--- src/rtl/minimips_pkg.sv ---
// Shared MiniMIPS definitions: ALU operation codes and the serial adder FSM encoding.
package minimips_pkg;

  localparam logic OP_ADD = 1'b0;
  localparam logic OP_SUB = 1'b1;

  // 2'd3 is never entered; the sequencer treats it as IDLE if it ever shows up.
  typedef enum logic [1:0] {
    S_IDLE = 2'd0,
    S_RUN  = 2'd1,
    S_DONE = 2'd2
  } sadd_state_t;

endpackage

--- src/rtl/full_adder.sv ---
// One-bit full adder shared by the bit-serial add/subtract sequencer.
module full_adder (
  input  logic a,
  input  logic b,
  output logic sum,
  output logic carry_out,
  input  logic carry_in
);

  assign sum       = a ^ b ^ carry_in;
  assign carry_out = (a & b) | (carry_in & (a ^ b));

endmodule

--- src/rtl/serial_adder_ctrl.sv ---
// Bit-serial add/subtract sequencer: a single full adder walks the operands LSB first over WIDTH
// cycles. Subtraction is a + ~b + 1, with the +1 supplied as the initial carry.
module serial_adder_ctrl
  import minimips_pkg::*;
#(
  parameter int WIDTH = 32
) (
  input  logic             clk,
  input  logic             rst_n,
  input  logic             start_i,
  input  logic             op_i,
  input  logic [WIDTH-1:0] a_i,
  input  logic [WIDTH-1:0] b_i,
  output logic             ready_o,
  output logic             done_o,
  output logic [WIDTH-1:0] result_o,
  output logic             cout_o,
  output logic             ovf_o,
  output logic             zero_o
);

  localparam int            CNT_W    = $clog2(WIDTH) + 1;
  localparam logic [CNT_W-1:0] LAST_STEP = CNT_W'(WIDTH - 1);

  sadd_state_t      state;
  logic [CNT_W-1:0] cnt;
  logic             carry;
  logic [WIDTH-1:0] a_sr;
  logic [WIDTH-1:0] b_sr;
  logic [WIDTH-1:0] result_sr;
  logic [WIDTH-1:0] result_next;
  logic             fa_sum;
  logic             fa_cout;

  full_adder u_full_adder (
    .a         (a_sr[0]),
    .b         (b_sr[0]),
    .sum       (fa_sum),
    .carry_out (fa_cout),
    .carry_in  (carry)
  );

  // Result register after this step: shift right and drop the new sum bit into the MSB.
  always_comb begin
    result_next            = result_sr >> 1;
    result_next[WIDTH-1]   = fa_sum;
  end

  // Sequencer FSM with datapath shift registers and registered handshake/result outputs.
  always_ff @(posedge clk or negedge rst_n) begin
    if (!rst_n) begin
      state     <= S_IDLE;
      cnt       <= '0;
      carry     <= 1'b0;
      a_sr      <= '0;
      b_sr      <= '0;
      result_sr <= '0;
      ready_o   <= 1'b1;
      done_o    <= 1'b0;
      result_o  <= '0;
      cout_o    <= 1'b0;
      ovf_o     <= 1'b0;
      zero_o    <= 1'b0;
    end else begin
      case (state)
        S_IDLE, S_DONE: begin
          done_o <= 1'b0;
          if (start_i) begin
            a_sr      <= a_i;
            b_sr      <= (op_i == OP_SUB) ? ~b_i : b_i;
            carry     <= (op_i == OP_SUB);
            cnt       <= '0;
            result_sr <= '0;
            ready_o   <= 1'b0;
            state     <= S_RUN;
          end else begin
            ready_o <= 1'b1;
            state   <= S_IDLE;
          end
        end
        S_RUN: begin
          result_sr <= result_next;
          a_sr      <= a_sr >> 1;
          b_sr      <= b_sr >> 1;
          carry     <= fa_cout;
          cnt       <= cnt + 1'b1;
          if (cnt == LAST_STEP) begin
            result_o <= result_next;
            cout_o   <= fa_cout;
            ovf_o    <= carry ^ fa_cout;
            zero_o   <= (result_next == '0);
            ready_o  <= 1'b1;
            done_o   <= 1'b1;
            state    <= S_DONE;
          end
        end
        default: begin
          ready_o <= 1'b1;
          done_o  <= 1'b0;
          state   <= S_IDLE;
        end
      endcase
    end
  end

endmodule

--- config.mk ---
export PLATFORM = sky130hd
export DESIGN_NAME = serial_adder_ctrl
export DESIGN_NICKNAME = d
export VERILOG_FILES = /design/src/rtl/minimips_pkg.sv /design/src/rtl/full_adder.sv /design/src/rtl/serial_adder_ctrl.sv
export SDC_FILE = /design/constraint.sdc
export NUM_CORES = 1
export LEC_CHECK = 0
export ABC_AREA = 1
export CORE_ASPECT_RATIO = 1.75
export CORE_UTILIZATION = 50
export CTS_BUF_LIST = sky130_fd_sc_hd__clkbuf_8
export DETAILED_ROUTE_END_ITERATION = 10
export GPL_ROUTABILITY_DRIVEN = 0
export PLACE_DENSITY = 0.79
export SYNTH_ARGS = -nofsm -noshare
export SYNTH_HDL_FRONTEND = slang
export SYNTH_SLANG_ARGS = --single-unit
--- constraint.sdc ---
create_clock -name clk -period 2.83 [get_ports clk]
set_input_delay 0.566 -clock clk [delete_from_list [all_inputs] [get_ports clk]]
set_output_delay 0.566 -clock clk [all_outputs]
set_load 0.02 [all_outputs]
==> qor.yml <==
placement:
  placedInstanceArea_um2: 7120
  dpl.hpwl_mm: 8.38
  dpl.cell_count: 847
  io_buffers: 104
run_status:
  status: "complete, but fails checks"
  violations: "design-rule violations"
layout:
  n_antenna_cell: 0
  num-fill-cells: 928
  stdcell_count: 878
  fin_area_um2: 7580
  areaGrowthSynthToFinish_pct: 26.4
  final_layout_size_suffix_gt1_frac: 0.0861
  fin_nets: 801
floorplan:
  dieArea_um2: 12500
  die_width_um: 84.8
  ios: 105
  core_area_um2: 11600
  die_h_um: 147
  initial_core_util: 0.515
  rows: 52
clock_tree:
  post-cts-setup-buffer-count: 0
  clk_pin_slew_worst_paths_ns: 0.08
  post_cts_resized: 0
  cts-htree-levels: 4
  cts_hold_buffers: 0
  clk-insertion-delay-late_ns: 0.43
  ctsRootBufferMaster: "clkbuf_8"
  cts_buffer_depth: 2
  numCtsBuffers: 17
  cts_tree: "built"
  numClockSinks: 140
setup_path:
  crit_required_ns: 2.26
  slowest_delay_ns: 0.61
  r2r-start: "state[1]"
  cp-end-kind: "output port"
  startpoint: "ready_o"
  cp.arrival_ns: 1.58
  cp_cell_sequence: "clkdlybuf4s50_1"
  criticalPathCategory: "register to output port"
  start_kind: "register"
  critPathBufInv: 1
  cp_max_fo: 2
  crit_path_top_delay_cell: "clkdlybuf4s50_1"
  critPathTopFamily: "buffers and inverters"
global_routing:
  grt_usage: 0.219
  grt_pass1_wl_mm: 21.3
  antenna_found_initial: 0
  grt-ovfl-total: 0
  grt_pass1_vias: 4515
  grt_max_degree: 60
route:
  drt_first_pass_iters: 10
  drc: 7
  ant_nets: 0
  finalWirelength_mm: 12.5
  via_per_inst: 5.25
  wire_per_inst_um: 14.3
  first_iter_violations: 274
  num_vias: 4613
logic_synthesis:
  synth_xor_area_frac: 0.0497
  synthAdderAreaFrac: 0.00543
  ys.flop_type: "dfrtp_1"
  synth_compound_area_frac: 0.118
  muxShareOfSynthArea: 0
  yosys_warnings: 0
  ys_ff_latch: 140
  syn_nets: 704
  synth_top_family_by_area: "simple AND/OR/NAND/NOR gates"
  synthCells: 634
  synth-seq-area-share: 0.585
  synth_area_per_cell_um2: 9.46
  synth_edf_count: 0
  async_flop_share: 1.00
  yosysUniqueCellTypes: 28
  synthSimpleGateAreaFrac: 0.177
  syn_area_um2: 6000
power:
  pwr-share-comb: 0.049
  seq_power_share: 0.502
  p_int_mw: 3.16
  p_leak_nw: 3.43
  ir_worst_vdd_mv: 0.305
  powerDensity_nw_per_um2: 526
  power_switching_share: 0.207
  power.switching_uw: 823
  clkPwrFrac: 0.449
sta:
  tns_ns: 0
  hold_viol: 0
  period_minus_slack_ns: 2.15
  finalCritPeriodShare: 0.760
  finClkSkew_ns: 0.0111
  slew_viol_final: 0
  final-setup-viol-count: 0
  max_freq_mhz: 465
  rsz0062_at_grt: "no"
  max_slew.worst_pin.slew_ns: 0.881
  slew-limit-headroom: 0.413
job:
  max-cap-violations: 0
min_path:
  hold_path.class: "input port to async pin"
## metal layers
metal	track usage	part of all wire	up-vias
met2	0.364	0.53	154
met3	0.0478	0.046	20
met5	0	0	-
li1	-	-	2253
met4	0.0932	0.022	0
met1	0.275	0.41	2186
## kinds of logic (layout without fill, tap and decap cells)
logic type,after synthesis,after routing
XOR/XNOR,34,34
AND/OR/NAND/NOR,265,265
adder cells (fa/ha/maj),2,2
AO/OA/AOI/OAI,104,104
flip-flops,140,140
buffers and inverters,89,198
## registers in the layout, summed over array words and instances (netlist names)
register	cells
a_sr	32
carry	1
ready_o	1
result_o	32
result_sr	31
state	2
cnt	6
b_sr	32
zero_o	1
ovf_o	1
cout_o	1
## power by group through the flow
stage          sequential [mW]  clock (mW)  combinational, mW
2_1_floorplan             2.04           0             0.0497
3_3_place_gp              2.04           0              0.198
3_5_place_dp              2.04           0              0.201
4_1_cts                   2.00        1.82              0.202
5_1_grt                   2.00        1.92              0.216
6_report                  2.00        1.79              0.197
## path summary, 6_finish.rpt
| kind | depth (start not counted) | end | slack (ns) |
|---|---|---|---|
| max | 1 | ready_o | 0.68 |
| min | 1 | result_o[9] | 0.1 |
| max reg2reg | 8 | a_sr[30] | 1.00 |
| min reg2reg | 2 | result_o[8] | 0.49 |
| max in group asynchronous | 2 | result_sr[24] | 2.04 |
| min in group clk | 2 | result_o[8] | 0.49 |
## cell type report
cell class,count,area [um^2],share of cell area
multi-input combinational,405,2110,0.278
clock inverter,10,164,0.0216
clock buffer,21,289,0.0382
timing repair buffer,116,1150,0.152
sequential,140,3500,0.463
inverter,51,191,0.0253
tap,135,169,0.0223
## layout by cell type, fill, tap and decap left out, types with 2 or more instances in the layout
master and instances:
nand2_1 200, dfrtp_1 139, clkdlybuf4s50_1 102, inv_1 48, nand3_1 33, xnor2_1 32
o22ai_1 31, nor2_1 26, clkbuf_8 21, o221ai_1 20, o21ai_0 19, o211ai_1 12
o21ai_2 11, buf_4 10, o21ai_1 9, nand2_2 4, bufinv_16 4, clkinvlp_4 3
clkinv_1 2, inv_2 2, xor2_1 2, clkinv_4 2, buf_12 2
## through the flow
stage / setup WS [ns] / utilization / total power [mW] / hold WS [ns]
after detailed placement: 0.783 / 0.612 / 2.24 / 0.470
final: 0.679 / 0.651 / 3.99 / 0.0988
after global routing: 0.625 / 0.651 / 4.13 / 0.110
after CTS: 0.649 / 0.651 / 4.02 / 0.0987
after global placement: 0.856 / 0.612 / 2.24 / 0.463
after floorplan: 1.39 / - / 2.09 / 0.270
## Yosys cell counts, drive strengths merged (2+ instances only)
cell	instances	share of area
nand2	205	0.13
dfrtp	139	0.58
inv	50	0.031
o21ai	39	0.039
nand3	33	0.028
xnor2	32	0.047
o22ai	31	0.032
nor2	26	0.016
buf	20	0.021
o221ai	20	0.029
clkbuf	18	0.011
o211ai	12	0.015
xor2	2	0.0029
Note: power is estimated with default switching activity, not from simulation.
